==> src/rtl/reset_sequencer_pkg.sv <==
// Shared definitions for the reset sequencer.
// Holds the state encoding, the state width, the default timing parameters
// derived from the nominal CPU clock, and a counter-width helper.
package reset_sequencer_pkg;

    localparam int unsigned STATE_W = 2;

    typedef enum logic [STATE_W-1:0] {
        StWaitLock = 2'd0,
        StHold     = 2'd1,
        StRun      = 2'd2
    } state_e;

    // Nominal CPU clock; lock must be stable for 4 us and the pulse lasts 1 us.
    localparam int unsigned CPU_CLK_MHZ                = 16;
    localparam int unsigned DEFAULT_LOCK_STABLE_CYCLES = CPU_CLK_MHZ * 4;
    localparam int unsigned DEFAULT_HOLD_CYCLES        = CPU_CLK_MHZ;

    // Wide enough to hold the value n itself.
    function automatic int unsigned cnt_width(input int unsigned n);
        return $clog2(n) + 1;
    endfunction

endpackage

==> src/rtl/reset_sequencer_if.sv <==
// Request/status bundle between the button parser / status display and the
// reset sequencer.
//   rst_req   : single-cycle user reset request
//   arm       : level enable qualifying rst_req
//   cpu_rst   : active-high CPU reset
//   busy      : high whenever the sequencer is not in RUN
//   state_o   : current state encoding
//   rst_count : saturating count of accepted user resets
interface reset_sequencer_if #(
    parameter int unsigned CNT_WIDTH = 8
);
    logic                                      rst_req;
    logic                                      arm;
    logic                                      cpu_rst;
    logic                                      busy;
    logic [reset_sequencer_pkg::STATE_W-1:0]   state_o;
    logic [CNT_WIDTH-1:0]                      rst_count;

    modport master (
        output rst_req, arm,
        input  cpu_rst, busy, state_o, rst_count
    );

    modport slave (
        input  rst_req, arm,
        output cpu_rst, busy, state_o, rst_count
    );

endinterface

==> src/rtl/reset_sequencer_sync_2ff.sv <==
// Two-flop synchronizer for asynchronous level signals.
//   clk : destination clock
//   rst : synchronous active-low reset, clears both stages
//   d_i : asynchronous input
//   q_o : synchronized output, two cycles behind d_i
module reset_sequencer_sync_2ff #(
    parameter int unsigned WIDTH = 1
) (
    input  logic             clk,
    input  logic             rst,
    input  logic [WIDTH-1:0] d_i,
    output logic [WIDTH-1:0] q_o
);

    logic [WIDTH-1:0] meta_q, meta_d;
    logic [WIDTH-1:0] sync_q, sync_d;

    always_comb begin
        meta_d = d_i;
        sync_d = meta_q;
    end

    always_ff @(posedge clk) begin
        if (!rst) begin
            meta_q <= '0;
            sync_q <= '0;
        end else begin
            meta_q <= meta_d;
            sync_q <= sync_d;
        end
    end

    assign q_o = sync_q;

endmodule

==> src/rtl/reset_sequencer.sv <==
// CPU reset sequencer.
// Holds the CPU in reset until the PLL lock has been stable for
// LOCK_STABLE_CYCLES, stretches accepted user requests into a HOLD_CYCLES
// pulse, drops back to waiting on any loss of lock and counts user resets.
//   clk        : CPU clock
//   rst        : synchronous active-low block reset
//   pll_locked : clock wizard lock flag, asynchronous to clk
//   bus        : request inputs and status outputs (slave side)
module reset_sequencer
    import reset_sequencer_pkg::*;
#(
    parameter int unsigned LOCK_STABLE_CYCLES = DEFAULT_LOCK_STABLE_CYCLES,
    parameter int unsigned HOLD_CYCLES        = DEFAULT_HOLD_CYCLES,
    parameter int unsigned CNT_WIDTH          = 8
) (
    input  logic              clk,
    input  logic              rst,
    input  logic              pll_locked,
    reset_sequencer_if.slave  bus
);

    localparam int unsigned LockW = cnt_width(LOCK_STABLE_CYCLES);
    localparam int unsigned HoldW = cnt_width(HOLD_CYCLES);
    localparam logic [LockW-1:0] LockTarget = LockW'(LOCK_STABLE_CYCLES);
    localparam logic [HoldW-1:0] HoldLast   = HoldW'(HOLD_CYCLES - 1);

    logic                 lock_s;
    logic                 req_acc;
    state_e               state_q, state_d;
    logic [LockW-1:0]     lock_cnt_q, lock_cnt_d;
    logic [HoldW-1:0]     hold_cnt_q, hold_cnt_d;
    logic [CNT_WIDTH-1:0] rst_count_q, rst_count_d;
    logic                 cpu_rst_q, cpu_rst_d;
    logic                 busy_q, busy_d;

    reset_sequencer_sync_2ff #(
        .WIDTH (1)
    ) u_lock_sync (
        .clk (clk),
        .rst (rst),
        .d_i (pll_locked),
        .q_o (lock_s)
    );

    always_comb begin
        state_d     = state_q;
        lock_cnt_d  = lock_cnt_q;
        hold_cnt_d  = hold_cnt_q;
        rst_count_d = rst_count_q;
        req_acc     = bus.rst_req & bus.arm;

        case (state_q)
            StWaitLock: begin
                hold_cnt_d = '0;
                if (!lock_s) begin
                    lock_cnt_d = '0;
                end else if (lock_cnt_q == LockTarget) begin
                    state_d    = StHold;
                    lock_cnt_d = '0;
                end else begin
                    lock_cnt_d = lock_cnt_q + LockW'(1);
                end
            end
            StHold: begin
                // Lock loss wins over a simultaneous request.
                if (!lock_s) begin
                    state_d    = StWaitLock;
                    lock_cnt_d = '0;
                    hold_cnt_d = '0;
                end else if (req_acc) begin
                    hold_cnt_d = '0;
                end else if (hold_cnt_q == HoldLast) begin
                    state_d    = StRun;
                    hold_cnt_d = '0;
                end else begin
                    hold_cnt_d = hold_cnt_q + HoldW'(1);
                end
            end
            StRun: begin
                if (!lock_s) begin
                    state_d    = StWaitLock;
                    lock_cnt_d = '0;
                    hold_cnt_d = '0;
                end else if (req_acc) begin
                    state_d    = StHold;
                    hold_cnt_d = '0;
                    if (rst_count_q != '1) begin
                        rst_count_d = rst_count_q + CNT_WIDTH'(1);
                    end
                end
            end
            default: begin
                state_d    = StWaitLock;
                lock_cnt_d = '0;
                hold_cnt_d = '0;
            end
        endcase

        // Registered from the next state so the pulse edges line up with state_o.
        cpu_rst_d = (state_d != StRun);
        busy_d    = (state_d != StRun);
    end

    always_ff @(posedge clk) begin
        if (!rst) begin
            state_q     <= StWaitLock;
            lock_cnt_q  <= '0;
            hold_cnt_q  <= '0;
            rst_count_q <= '0;
            cpu_rst_q   <= 1'b1;
            busy_q      <= 1'b1;
        end else begin
            state_q     <= state_d;
            lock_cnt_q  <= lock_cnt_d;
            hold_cnt_q  <= hold_cnt_d;
            rst_count_q <= rst_count_d;
            cpu_rst_q   <= cpu_rst_d;
            busy_q      <= busy_d;
        end
    end

    assign bus.cpu_rst   = cpu_rst_q;
    assign bus.busy      = busy_q;
    assign bus.state_o   = state_q;
    assign bus.rst_count = rst_count_q;

endmodule

==> src/flat_wrapper.sv <==
// flat-port wrapper written by rule: the top's interface ports become plain ports
module reset_sequencer_flat import reset_sequencer_pkg::*;
#(
    parameter int unsigned LOCK_STABLE_CYCLES = DEFAULT_LOCK_STABLE_CYCLES,
    parameter int unsigned HOLD_CYCLES        = DEFAULT_HOLD_CYCLES,
    parameter int unsigned CNT_WIDTH          = 8
)
  (clk, rst, pll_locked, bus_rst_req, bus_arm, bus_cpu_rst, bus_busy, bus_state_o, bus_rst_count);
  reset_sequencer_if #(.CNT_WIDTH(CNT_WIDTH)) bus_i ();
  input  logic clk;
  input  logic rst;
  input  logic pll_locked;
  input wire logic [$bits(bus_i.rst_req)-1:0] bus_rst_req;
  input wire logic [$bits(bus_i.arm)-1:0] bus_arm;
  output wire logic [$bits(bus_i.cpu_rst)-1:0] bus_cpu_rst;
  output wire logic [$bits(bus_i.busy)-1:0] bus_busy;
  output wire logic [$bits(bus_i.state_o)-1:0] bus_state_o;
  output wire logic [$bits(bus_i.rst_count)-1:0] bus_rst_count;
  assign bus_i.rst_req = bus_rst_req;
  assign bus_i.arm = bus_arm;
  assign bus_cpu_rst = bus_i.cpu_rst;
  assign bus_busy = bus_i.busy;
  assign bus_state_o = bus_i.state_o;
  assign bus_rst_count = bus_i.rst_count;
  reset_sequencer #(.LOCK_STABLE_CYCLES(LOCK_STABLE_CYCLES), .HOLD_CYCLES(HOLD_CYCLES), .CNT_WIDTH(CNT_WIDTH)) u_core (.clk(clk), .rst(rst), .pll_locked(pll_locked), .bus(bus_i));
endmodule
==> config.mk <==
export PLATFORM = sky130hd
export DESIGN_NAME = reset_sequencer_flat
export DESIGN_NICKNAME = d
export VERILOG_FILES = /design/src/rtl/reset_sequencer_pkg.sv /design/src/rtl/reset_sequencer_if.sv /design/src/rtl/reset_sequencer_sync_2ff.sv /design/src/rtl/reset_sequencer.sv /design/src/flat_wrapper.sv
export SDC_FILE = /design/constraint.sdc
export NUM_CORES = 1
export LEC_CHECK = 0
export BUFFER_PORTS_ARGS = -buffer_cell sky130_fd_sc_hd__buf_2
export CAP_MARGIN = 20
export CORE_AREA = 2 2 54 56
export DETAILED_ROUTE_END_ITERATION = 10
export DIE_AREA = 0 0 56 58
export PLACE_DENSITY = 0.75
export SLEW_MARGIN = 20
export SYNTH_ARGS = -nofsm -noshare
export SYNTH_HDL_FRONTEND = slang
export SYNTH_SLANG_ARGS = --single-unit
==> constraint.sdc <==
create_clock -name clk -period 1.7 [get_ports clk]
set_input_delay 0.34 -clock clk [delete_from_list [all_inputs] [get_ports clk]]
set_output_delay 0.34 -clock clk [all_outputs]
set_load 0.01 [all_outputs]
# Word-level counts from Yosys, hierarchy flattened
# Cells that the tools add are included.
# totals
regBits	25
in_bits	5
output_inout_bits	12
# classes
add_sub_neg	3
n_eq_ne	8
n_mux	18
bitwise_logic	1
n_reduce_logical	3
# ops
cell	count
two-way mux 5 bit	5
two-way mux 7 bit	3
two-way mux 2 bit	7
case mux 7 bit (2 select lines)	1
case mux 5 bit (2 select lines)	1
adder 8 x 1 -> 8 bit (second input constant)	1
!= test 8 bit (second input constant)	1
adder 7 x 1 -> 7 bit (second input constant)	1
== test 7 bit (second input constant)	1
case mux 2 bit (3 select lines)	1
adder 5 x 1 -> 5 bit (second input constant)	1
== test 5 x 4 -> 1 bit (second input constant)	1
!= test 2 bit (second input constant)	2
AND reduction 4 bit	1
!= test 3 x 2 -> 1 bit (second input constant)	1
== test 2 x 1 -> 1 bit (second input constant)	1
== test 2 bit (second input constant)	1
logical NOT 2 bit	1
OR reduction 2 bit	1
AND 1 bit	1

# Depth between registers and ports, before layout
# Gate-level depths: netlist of the first run.
# logic_depth
ltp_word	6
depth_mapped	7
depth_no_buf	6

# Hierarchy
# A second synthesis of the first run with hierarchy kept.
# unflattened
hier_cells	146
area_unflattened_um2	1281.2
# by_module_without_submodules
module	instances	cells_each	area_each_um2	seq_area_each_um2
reset_sequencer	1	142	1228.7	460.4
reset_sequencer_sync_2ff	1	4	52.6	40.0

# Worst setup path before layout of the first run
# No wires, ideal clock.
# synth_timing
path_type	register -> register
startpoint	register u_core.state_q[0], in the netlist u_core.bus.state_o[0]
endpoint	register u_core.hold_cnt_q[2]
arrival_time_ns	1.695
required_ns	1.630
path_slack_ns	-0.065
path_stages_with_launch	7
cell_sequence	dfxtp_1 -> inv_1 -> ha_1 -> and3_1 -> clkbuf_1 -> or4b_1 -> a21oi_1
# synth_between
elab_chain_len	2
word_cells_on_any_way	4
classes_between	eq/ne (3); mux (1)
# synth_rtl
element	line	rtl
start: declaration	reset_sequencer.sv:29	state_e state_q, state_d;
start signal: assignment	reset_sequencer.sv:106	state_q <= StWaitLock;
start signal: assignment	reset_sequencer.sv:113	state_q <= state_d;
== test 2 bit / == test 2 x 1 -> 1 bit (equally long branches)	reset_sequencer.sv:52	case (state_q)
case mux 5 bit (2 select lines) / != test 3 x 2 -> 1 bit (equally long branches)	n/a	
end signal: assignment	reset_sequencer.sv:115	hold_cnt_q <= hold_cnt_d;
end: declaration	reset_sequencer.sv:31	logic [HoldW-1:0] hold_cnt_q, hold_cnt_d;
# Several ways; a longest one is shown, not always the timed one.
# A chain may end at the register's enable or synchronous reset.

# Worst setup path after layout of the first run
# Same ends and word-level chain as after synthesis.

==> qor.txt, run 1 <==
=================================================================================
CTS root buffer                                                      sky130_fd_sc_hd__clkbuf_4
Detailed-router iteration count before antenna repair                           4
Net switching fraction of the power                                        23.44%
Pin slew with the least headroom to its limit                           0.5008 ns
Via count of the routed design                                              1,157
Period utilisation layout                                                  96.68%
Height of the die                                                           58 um
DRC violation count after routing                                               0
Total power per unit cell area                                       603.9 mW/mm^2
Growth of design area from synthesis to finish                             14.75%
Count of final max-slew check failures                                          0
Fraction of synthesis flops using an asynchronous set or reset pin             0%
Internal Power                                                           688.4 uW
Diodes inserted                                                                 0
Achievable frequency                                                    608.4 MHz
Detailed router's first-iteration violation count                              41
Clock transition at the registers of the reported paths                   0.14 ns
Yosys Warn Count                                                                0
Number of max-capacitance violations reported                                   0
Top cells by area in the synthesized netlist                         sky130_fd_sc_hd__dfxtp_1 (39%), sky130_fd_sc_hd__ha_1 (7.7%), sky130_fd_sc_hd__nand3_1 (4.2%)
Number of nets with antenna violations after routing                            0
Share of power burned in the clock network                                  30.7%
Setup TNS                                                                    0 ns
IR drop worst, VDD                                                      0.6636 mV
Logic gate share of total power                                              3.7%
Largest area contributor in the synthesized netlist                  sky130_fd_sc_hd__dfxtp_1
Global-route wire length before repair                                    4512 um
TritonCTS buffer count                                                          3
Wire per inst                                                            13.60 um
Design Area, Final                                                   0.001489 mm^2
Worst Path Max Fanout                                                           7
Synth Instances                                                               149
Leakage power of the design                                             0.5788 nW
Startpoint of the worst hold path                                      pll_locked
# clock sinks                                                                  25
Horiz. Die Dim                                                              56 um
Slew headroom                                                              66.19%
Die outline area                                                     0.003248 mm^2
Cts hold-fix bufs                                                               0
Number of ports placed on the die boundary                                     17
Total number of placement rows                                                 19
Portion of total power attributed to sequential cells                       65.5%
Per-instance average area after synthesis                              8.708 um^2
Maximum number of pins on one net before global-route repair                   16
Fin nets                                                                      183
Number of antenna violations at the first check in global routing               0
Outcome                                                              complete, no violations
Synthesis-stage register bit count                                             25
Classification of the worst setup path                               flip-flop to flip-flop
Via count of the first global-routing pass                                  1,065
Path class of the lowest-slack min-delay path                        input pin to flip-flop
GP Congestion                                                              0.8347
Least setup slack across all paths after layout                        0.05641 ns
Crit path required time                                                   1.97 ns
Post-synthesis cell type count                                                 42
Worst flop-to-flop path startpoint                                   u_core.bus.state_o[0]
Worst Skew                                                            0.001445 ns
Most instantiated flip-flop cell in the synthesis netlist            sky130_fd_sc_hd__dfxtp_1
Portion of synthesized cell area occupied by the leading cell type         38.57%
Utilization of the core after routing                                      55.92%
Post-synth EDFFs                                                                0
CTS tree                                                                     done
Data arrival time of the worst path                                       1.91 ns
Final number of hold-violating endpoints                                        0
Routed WL                                                                 2719 um
Fraction of final layout cells with drive strength greater than 1          23.08%
Initial Utilization                                                        48.73%
CP endpoint kind                                                        flip-flop
Critical Path Start Type                                                flip-flop
Latest clock arrival within the worst-skew pair                           0.32 ns
Fin Hold WS                                                             0.2043 ns
Port Buffers                                                                   16
Setup violators final                                                           0
Most used standard cells in the synthesized netlist                  sky130_fd_sc_hd__dfxtp_1 (25), sky130_fd_sc_hd__nand2_1 (12), sky130_fd_sc_hd__nand3_1 (11), sky130_fd_sc_hd__nor2_1 (11), sky130_fd_sc_hd__o21ai_0 (9)
Leading cell type by number of instances after synthesis             sky130_fd_sc_hd__dfxtp_1
Number of buffers on the longest clock path                                     2
Placeable Area                                                       0.002663 mm^2
GRT Util Overall                                                           17.23%
Overall overflow remaining after global route                                   0
Sum of net half-perimeters after detailed placement                       1979 um
Syn_nets                                                                      162
Post-synthesis instance area                                         0.001297 mm^2
Placed Instance Area                                                 0.001425 mm^2
Pre-CTS WS                                                             0.02594 ns
Power spent charging and discharging nets                                210.7 uW
Via-per-instance ratio                                                      5.785
Sequential area share after synthesis                                      38.57%
Setup repair after global routing missed its margin                          true
Critical path startpoint                                             u_core.bus.state_o[0]
Post-layout min period                                                   1.644 ns
H-tree depth                                                                    1
=================================================================================
-- worst max-delay path, stage by stage (launching register included) --
cell and delay (ns):
sky130_fd_sc_hd__dfxtp_4 0.39, sky130_fd_sc_hd__inv_1 0.08, sky130_fd_sc_hd__ha_2 0.22, sky130_fd_sc_hd__and3_2 0.24, sky130_fd_sc_hd__or4b_1 0.51, sky130_fd_sc_hd__a21oi_1 0.15
-- cell type report --
type / count / area, um^2
Tap cell: 31 / 38.79
Sequential cell: 25 / 504.2
Inverter: 8 / 30.03
Multi-Input combinational cell: 111 / 768.2
Clock buffer: 3 / 22.52
Timing Repair Buffer: 21 / 117.6
Clock inverter: 1 / 7.507
Fill cell: 251 / 1174
-- sequential cells by signal, summed over array words and instances (netlist names) --
register and flops:
u_core.bus.rst_count 8, u_core.lock_cnt_q 7, u_core.hold_cnt_q 5, u_core.bus.state_o 2, u_core.bus.cpu_rst 1, u_core.u_lock_sync.meta_q 1
u_core.u_lock_sync.q_o 1
-- power groups by stage --
stage	Sequential (mW)	Clock, mW	Combinational, mW
final	0.589	0.276	0.0334
after detailed placement	0.603	0	0.0317
after CTS	0.591	0.285	0.0320
after global routing	0.590	0.306	0.0366
after global placement	0.604	0	0.0316
after floorplan	0.603	0	0.0183
-- final timing paths --
check / end / slack (ns) / depth (start not counted)
setup reg to reg: u_core.hold_cnt_q[2] / 0.06 / 5
hold reg to reg: u_core.u_lock_sync.q_o / 0.45 / 1
setup / recovery: u_core.hold_cnt_q[2] / 0.06 / 5
hold / removal: u_core.u_lock_sync.meta_q / 0.20 / 2
-- metal layers --
metal	GRT usage, %	vias up	routed length [um]
li1	-	585	-
met1	21.45	556	1228
met2	30.08	11	1403
met3	3.348	5	59
met4	5.782	0	27
met5	0	-	0
-- layout by cell type (no fill, tap or decap), drive strengths merged, types with 2 or more instances in the layout --
cell,Yosys,final
a21oi,7,7
a22oi,2,2
a31oi,2,2
and2,2,2
and3,3,3
and4b,2,2
buf,1,21
clkbuf,4,3
dfxtp,25,25
ha,8,8
inv,8,8
mux2i,3,3
nand2,13,13
nand2b,3,3
nand3,11,11
nand4,4,4
nor2,11,11
nor3,2,2
nor3b,3,3
o21ai,9,9
or2,2,2
or4b,2,2
xor2,5,5
-- cell families (layout without fill, tap and decap cells) --
group | Yosys count | in the layout | synth area share, %
and+or+nand+nor | 63 | 63 | 27.00
AOI/OAI and AO/OA | 32 | 32 | 16.97
DFF | 25 | 25 | 38.57
buffers and inverters | 13 | 33 | 4.050
adders and majority gates | 8 | 8 | 7.715
xor gates and xnor gates | 5 | 5 | 3.375
muxes | 3 | 3 | 2.314
-- per-stage QoR --
stage	std cells	power, mW
6_report	200	0.8992
5_1_grt	200	0.9327
4_1_cts	199	0.9075
3_5_place_dp	195	0.6352
3_3_place_gp	195	0.6351
2_1_floorplan	149	0.6217
-- what timing repair did --
action / in CTS / in global routing
cloned: 0 / 0
setup endpoints to repair: 1 / 10
gates resized for setup: 1 / 9
setup buffers: 0 / 1
Note: power is estimated with default switching activity, not from simulation.
==> run 2: changes to the inputs <==
--- a/config.mk
+++ b/config.mk
@@ -5,12 +5,13 @@
 export SDC_FILE = /design/constraint.sdc
 export NUM_CORES = 1
 export LEC_CHECK = 0
+export ABC_AREA = 1
 export BUFFER_PORTS_ARGS = -buffer_cell sky130_fd_sc_hd__buf_2
 export CAP_MARGIN = 20
-export CORE_AREA = 2 2 54 56
+export CORE_AREA = 2 2 55 57
 export DETAILED_ROUTE_END_ITERATION = 10
-export DIE_AREA = 0 0 56 58
-export PLACE_DENSITY = 0.75
+export DIE_AREA = 0 0 57 59
+export PLACE_DENSITY = 0.76
 export SLEW_MARGIN = 20
 export SYNTH_ARGS = -nofsm -noshare
 export SYNTH_HDL_FRONTEND = slang
==> run 2 against run 1 <==
Compared with the run above: clock power grew 5%; global-route usage grew 0.42 points; critical path depth grew 5; critical path type unchanged; largest cell class unchanged.
==> qor.txt, run 2 <==
=================================================================================
Final number of hold-violating endpoints                                        0
Via-per-instance ratio                                                      4.952
Total power per unit cell area                                       597.4 mW/mm^2
Post-synthesis instance area                                         0.001376 mm^2
# clock sinks                                                                  25
Horiz. Die Dim                                                              57 um
Largest area contributor in the synthesized netlist                  sky130_fd_sc_hd__dfxtp_1
Initial Utilization                                                        50.78%
Proportion of synthesized area in mux cells                                    0%
Adder-Cell Fraction of Synth Area                                          7.273%
Portion of synthesized cell area occupied by the leading cell type         36.36%
Outcome                                                              complete, no violations
Syn_nets                                                                      216
Height of the die                                                           59 um
TritonCTS buffer count                                                          3
Logic gate share of total power                                              3.2%
Simple-Gate Fraction of Synth Area                                         32.18%
Placeable Area                                                       0.002710 mm^2
Per-instance average area after synthesis                              6.780 um^2
Peak per-stage delay on the critical path                                 0.38 ns
Portion of total power attributed to sequential cells                       65.1%
Diodes inserted                                                                 0
Die outline area                                                     0.003363 mm^2
Post-synthesis cell type count                                                 26
Global-route wire length before repair                                    4692 um
Clock transition at the registers of the reported paths                   0.15 ns
Number of max-capacitance violations reported                                   0
Via count of the first global-routing pass                                  1,117
Number of buffers on the longest clock path                                     2
Slew headroom                                                              81.77%
Worst Skew                                                            0.003364 ns
Port Buffers                                                                   16
CTS root buffer                                                      sky130_fd_sc_hd__clkbuf_4
Classification of the worst setup path                               flip-flop to flip-flop
Detailed router's first-iteration violation count                              42
Most instantiated flip-flop cell in the synthesis netlist            sky130_fd_sc_hd__dfxtp_1
Sum of net half-perimeters after detailed placement                       1959 um
Latest clock arrival within the worst-skew pair                           0.33 ns
Fraction of final layout cells with drive strength greater than 1          15.38%
Share of power burned in the clock network                                  31.7%
Data arrival time of the worst path                                       1.75 ns
Yosys Warn Count                                                                0
Number of nets with antenna violations after routing                            0
Wire per inst                                                            10.01 um
Setup TNS                                                                    0 ns
Post-layout min period                                                   1.499 ns
Power spent charging and discharging nets                                221.0 uW
Synthesis-stage register bit count                                             25
Detailed-router iteration count before antenna repair                           4
H-tree depth                                                                    1
Number of antenna violations at the first check in global routing               0
Overall overflow remaining after global route                                   0
Slowest-stage cell, CP                                               sky130_fd_sc_hd__dfxtp_2
Xor/xnor share of the synthesized area                                     2.545%
Setup repair after global routing missed its margin                         false
DRC violation count after routing                                               0
GRT Util Overall                                                           17.65%
IR drop worst, VDD                                                      0.5441 mV
Total number of placement rows                                                 19
Path class of the lowest-slack min-delay path                        input pin to flip-flop
Commonest cells after routing, fill and taps aside                   sky130_fd_sc_hd__nand2_1 (53), sky130_fd_sc_hd__inv_1 (29), sky130_fd_sc_hd__dfxtp_1 (23), sky130_fd_sc_hd__nor2_1 (19), sky130_fd_sc_hd__a21oi_1 (17)
CTS tree                                                                     done
Post-synth EDFFs                                                                0
Period utilisation layout                                                  88.20%
Leading cell type by number of instances after synthesis             sky130_fd_sc_hd__nand2_1
Number of ports placed on the die boundary                                     17
Setup violators final                                                           0
Fin nets                                                                      235
Via count of the routed design                                              1,248
CP endpoint kind                                                        flip-flop
Synth Instances                                                               203
Share of the synthesized area in compound gates (AO/OA/AOI/OAI)            11.55%
Leakage power of the design                                             0.6917 nW
Routed WL                                                                 2522 um
Most common cell after layout, fill and taps aside                   sky130_fd_sc_hd__nand2_1
Chain of cells forming the critical path                             inv_1, ha_1, nand2_2, nand2_1, nor2_2, nand2_1, nor2_2, nand2_1, inv_1, nor2_1
Fraction of synthesis flops using an asynchronous set or reset pin             0%
Net switching fraction of the power                                        24.27%
Pin slew with the least headroom to its limit                           0.2731 ns
Worst Path Max Fanout                                                           5
Number of setup buffers added after CTS                                         0
Count of final max-slew check failures                                          0
Top cells by area in the synthesized netlist                         sky130_fd_sc_hd__dfxtp_1 (36%), sky130_fd_sc_hd__nand2_1 (15%), sky130_fd_sc_hd__inv_1 (7.9%)
Internal Power                                                           689.5 uW
Achievable frequency                                                    666.9 MHz
Most used standard cells in the synthesized netlist                  sky130_fd_sc_hd__nand2_1 (54), sky130_fd_sc_hd__inv_1 (29), sky130_fd_sc_hd__dfxtp_1 (25)
Combinational family with the most area after synthesis              simple AND/OR/NAND/NOR gates
Crit-path most repeated cell                                         sky130_fd_sc_hd__nand2_1
Number of filler cells placed in the layout                                   271
Sequential area share after synthesis                                      36.36%
Growth of design area from synthesis to finish                             10.73%
Maximum number of pins on one net before global-route repair                   16
Largest register FFs                                                            8
GP Congestion                                                              0.8291
Utilization of the core after routing                                      56.23%
Critical Path Start Type                                                flip-flop
Crit path required time                                                   1.95 ns
=================================================================================
==> run 2: cell count changes after synthesis, sizes merged, moves of 3 or more <==
cell / delta
and3: -3
clkbuf: -3
nand2: +44
nand2b: -3
nor2: +13
mux2i: -3
nor3b: -3
a21oi: +10
inv: +22
==> run 2: path summary, 6_finish.rpt <==
check	start	endpoint	slack, ns	cells past startpoint
max reg2reg	u_core.bus.state_o[0]	u_core.lock_cnt_q[6]	0.20	10
min	pll_locked	u_core.u_lock_sync.meta_q	0.17	3
min reg2reg	u_core.u_lock_sync.meta_q	u_core.u_lock_sync.q_o	0.43	2
max	u_core.bus.state_o[0]	u_core.lock_cnt_q[6]	0.20	10
==> run 2: power groups by stage <==
stage | Sequential, mW | Clock, mW | Combinational, mW
final | 0.592 | 0.289 | 0.0292
after global routing | 0.593 | 0.321 | 0.0337
after CTS | 0.592 | 0.297 | 0.0292
after detailed placement | 0.605 | 0 | 0.0291
after global placement | 0.605 | 0 | 0.0290
after floorplan | 0.604 | 0 | 0.0192
==> run 2: layer usage <==
layer | global-route usage [%] | share of wire (%) | wire length, um | up-vias
li1 | - | - | - | 686
met1 | 24.15 | 51 | 1283 | 540
met2 | 27.75 | 44 | 1099 | 17
met3 | 3.275 | 3.8 | 97 | 5
met4 | 6.977 | 1.6 | 41 | 0
met5 | 0 | 0 | 0 | -
==> run 2: layout make-up <==
| cell class | instances | area (um^2) | share of cell area [%] |
|---|---|---|---|
| timing repair buffer | 17 | 87.58 | 5.747 |
| clock buffer | 3 | 22.52 | 1.478 |
| sequential | 25 | 503.0 | 33.00 |
| tap | 31 | 38.79 | 2.545 |
| multi-input combinational | 144 | 742.0 | 48.69 |
| inverter | 31 | 122.6 | 8.046 |
| clock inverter | 1 | 7.507 | 0.4926 |
==> run 2: worst max-delay path: cells and delay by family (launching register included) <==
kind | cells | cell delay [ns]
AND/OR/NAND/NOR | 7 | 0.57
flip-flops | 1 | 0.38
adder cells (fa/ha/maj) | 1 | 0.32
buffers and inverters | 2 | 0.15
==> run 2: timing repair <==
action                                  in CTS  in global routing
hold endpoints to repair                     0                  0
resized for setup                            0                  4
hold buffers                                 0                  0
endpoints found under the setup margin       0                  1
==> run 2: metrics by stage <==
step / instances / cell area [um^2] / hold WS (ns) / total power [mW] / worst slack, ns
4_1_cts: 252 / 1516 / 0.1702 / 0.9188 / 0.1102
6_report: 252 / 1524 / 0.1724 / 0.9105 / 0.2006
3_3_place_gp: 248 / 1486 / 0.3944 / 0.6340 / 0.1863
2_1_floorplan: 203 / 1376 / 0.3905 / 0.6233 / 0.1713
5_1_grt: 252 / 1524 / 0.1918 / 0.9476 / 0.03123
3_5_place_dp: 248 / 1486 / 0.4025 / 0.6340 / 0.1210
==> run 2: cells by family after synthesis <==
| group | Yosys count |
|---|---|
| and+or+nand+nor | 102 |
| buffers and inverters | 34 |
| AOI/OAI and AO/OA | 30 |
| DFF | 25 |
| adders and majority gates | 8 |
| xor gates and xnor gates | 4 |
==> run 3: changes to the inputs <==
--- a/config.mk
+++ b/config.mk
@@ -8,10 +8,11 @@
 export ABC_AREA = 1
 export BUFFER_PORTS_ARGS = -buffer_cell sky130_fd_sc_hd__buf_2
 export CAP_MARGIN = 20
-export CORE_AREA = 2 2 55 57
+export CORE_AREA = 2 2 53 55
 export DETAILED_ROUTE_END_ITERATION = 10
-export DIE_AREA = 0 0 57 59
-export PLACE_DENSITY = 0.76
+export DIE_AREA = 0 0 55 57
+export PLACE_DENSITY = 0.78
+export REMOVE_ABC_BUFFERS = 1
 export SLEW_MARGIN = 20
 export SYNTH_ARGS = -nofsm -noshare
 export SYNTH_HDL_FRONTEND = slang
==> constraint.sdc (replaced) <==
create_clock -name clk -period 1.5 [get_ports clk]
set_input_delay 0.3 -clock clk [delete_from_list [all_inputs] [get_ports clk]]
set_output_delay 0.3 -clock clk [all_outputs]
set_load 0.01 [all_outputs]
==> run 3 against run 2 <==
Compared with the run above: maximum frequency is 8.2% higher; final cell count rose by 2.8%; first-iteration DRC count shrank 38%; combinational power grew 18%; sequential power is 13% higher; die area is 6.8% lower; sequential cell count unchanged; global-route usage up 1.5 points; count of clock-buffer cells in the layout up 1; highest routed layer unchanged.
==> qor.txt, run 3 (same netlist as run 2, synthesis figures left out) <==
================================================================================
# clock sinks                                                                 25
Number of ports placed on the die boundary                                    17
Critical Path Start Type                                               flip-flop
Total number of placement rows                                                19
Total power of the final layout                                         1.013 mW
Growth of design area from synthesis to finish                            17.09%
Slew headroom                                                             80.12%
CTS root buffer                                                     sky130_fd_sc_hd__clkbuf_4
Fraction of final layout cells with drive strength greater than 1         21.93%
Number of max-capacitance violations reported                                  0
Number of antenna violations at the first check in global routing              0
Setup violators final                                                          0
Logic gate share of total power                                             3.4%
Path class of the lowest-slack min-delay path                       input pin to flip-flop
IR drop worst, VDD                                                     0.5681 mV
Share of power burned in the clock network                                 30.3%
Crit-path most repeated cell                                        sky130_fd_sc_hd__nand2_2
GP Congestion                                                             0.8491
Period utilisation layout                                                 92.40%
Post-layout min period                                                  1.386 ns
Cell type group with the largest total delay on the critical path   simple AND/OR/NAND/NOR gates
Total buffers and inverters traversed by the critical path                     1
Classification of the worst setup path                              flip-flop to flip-flop
Placed Instance Area                                                0.001531 mm^2
Horiz. Die Dim                                                             55 um
Leakage power of the design                                            0.7456 nW
Global-route wire length before repair                                   4485 um
Design Area, Final                                                  0.001612 mm^2
H-tree depth                                                                   1
Chain of cells forming the critical path                            inv_4, ha_4, nand2_4, nand2_2, nor2_4, nand2_2, o21ai_1, nand3_1, nor2_1
Pre-CTS WS                                                            0.05070 ns
Via-per-instance ratio                                                     5.004
Net switching fraction of the power                                       22.68%
Data arrival time of the worst path                                      1.65 ns
Portion of total power attributed to sequential cells                      66.3%
Outcome                                                             complete, no violations
Fin Hold WS                                                            0.1502 ns
Detailed-router iteration count before antenna repair                          4
Wire per inst                                                           10.66 um
Fin nets                                                                     242
Achievable frequency                                                   721.5 MHz
Detailed router's first-iteration violation count                             26
Die outline area                                                    0.003135 mm^2
Routed WL                                                                2761 um
Port Buffers                                                                  16
Sum of net half-perimeters after detailed placement                      2038 um
Power spent charging and discharging nets                               229.8 uW
Internal Power                                                          783.3 uW
CTS tree                                                                    done
Maximum number of pins on one net before global-route repair                  14
Least setup slack across all paths after layout                        0.1140 ns
Placeable Area                                                      0.002615 mm^2
TritonCTS buffer count                                                         3
Peak per-stage delay on the critical path                                0.38 ns
Crit path required time                                                  1.77 ns
Via count of the first global-routing pass                                 1,124
Final Non-Filler Cells                                                       259
Slowest-stage cell, CP                                              sky130_fd_sc_hd__dfxtp_2
Height of the die                                                          57 um
# placed instances                                                           254
Number of buffers on the longest clock path                                    2
GRT Util Overall                                                          19.13%
Count of final max-slew check failures                                         0
Most common cell after layout, fill and taps aside                  sky130_fd_sc_hd__nand2_1
Latest clock arrival within the worst-skew pair                          0.32 ns
DRC violation count after routing                                              0
Pin slew with the least headroom to its limit                          0.2978 ns
Worst Path Max Fanout                                                          3
Commonest cells after routing, fill and taps aside                  sky130_fd_sc_hd__nand2_1 (51), sky130_fd_sc_hd__inv_1 (27), sky130_fd_sc_hd__dfxtp_1 (20), sky130_fd_sc_hd__nor2_1 (18), sky130_fd_sc_hd__a21oi_1 (17)
Largest register FFs                                                           8
Via count of the routed design                                             1,296
Total power per unit cell area                                      628.6 mW/mm^2
Overall overflow remaining after global route                                  0
Final number of hold-violating endpoints                                       0
Number of nets with antenna violations after routing                           0
Worst Skew                                                           0.002884 ns
CP endpoint kind                                                       flip-flop
Number of filler cells placed in the layout                                  253
Diodes inserted                                                                0
Initial Utilization                                                       52.63%
Clock transition at the registers of the reported paths                  0.14 ns
================================================================================
-- run 3: power by group through the flow --
stage          registers (mW)  logic (mW)  clock network [mW]
6_report                0.671      0.0346               0.307
5_1_grt                 0.672      0.0391               0.340
4_1_cts                 0.671      0.0344               0.316
3_5_place_dp            0.685      0.0343                   0
3_3_place_gp            0.685      0.0339                   0
2_1_floorplan           0.685      0.0180                   0
-- run 3: layer usage --
layer / global-route usage (%) / wire length, um / part of all wire, % / vias up
met1: 25.25 / 1304 / 47 / 569
li1: - / - / - / 694
met2: 29.93 / 1294 / 47 / 26
met3: 3.141 / 104 / 3.8 / 7
met5: 0 / 0 / 0 / -
met4: 9.059 / 57 / 2.1 / 0
-- run 3: per-stage QoR --
stage          setup TNS (ns)  utilization (%)
2_1_floorplan        -0.02869                -
3_3_place_gp                0            58.56
3_5_place_dp                0            58.56
4_1_cts                     0            59.57
5_1_grt             -0.003554            61.63
6_report                    0            61.63
-- run 3: final timing paths --
check / endpoint / cells past startpoint / from / slack [ns]
max reg2reg: u_core.lock_cnt_q[6] / 9 / u_core.bus.state_o[0] / 0.11
max: u_core.lock_cnt_q[6] / 9 / u_core.bus.state_o[0] / 0.11
min: u_core.u_lock_sync.meta_q / 3 / pll_locked / 0.15
min reg2reg: u_core.u_lock_sync.q_o / 2 / u_core.u_lock_sync.meta_q / 0.45
-- run 3: area by class of cell --
type / count / area (um^2) / area share (%)
Inverter: 31 / 125.1 / 7.764
Sequential cell: 25 / 506.7 / 31.44
Tap cell: 31 / 38.79 / 2.407
Clock buffer: 4 / 26.28 / 1.630
Multi-Input combinational cell: 144 / 774.5 / 48.06
Timing Repair Buffer: 24 / 140.1 / 8.696
-- run 3: repair_timing --
action                     in CTS  in global routing
resized for setup               0                 17
setup endpoints to repair       0                 10
hold buffers                    0                  0
buffers inserted                0                  1
-- run 3: worst reg2reg max path, cell delays in order, from the launching register on --
cell and delay (ns):
sky130_fd_sc_hd__dfxtp_2 0.38, sky130_fd_sc_hd__inv_4 0.05, sky130_fd_sc_hd__ha_4 0.24, sky130_fd_sc_hd__nand2_4 0.07
sky130_fd_sc_hd__nand2_2 0.06, sky130_fd_sc_hd__nor2_4 0.13, sky130_fd_sc_hd__nand2_2 0.07, sky130_fd_sc_hd__o21ai_1 0.13
sky130_fd_sc_hd__nand3_1 0.09, sky130_fd_sc_hd__nor2_1 0.12
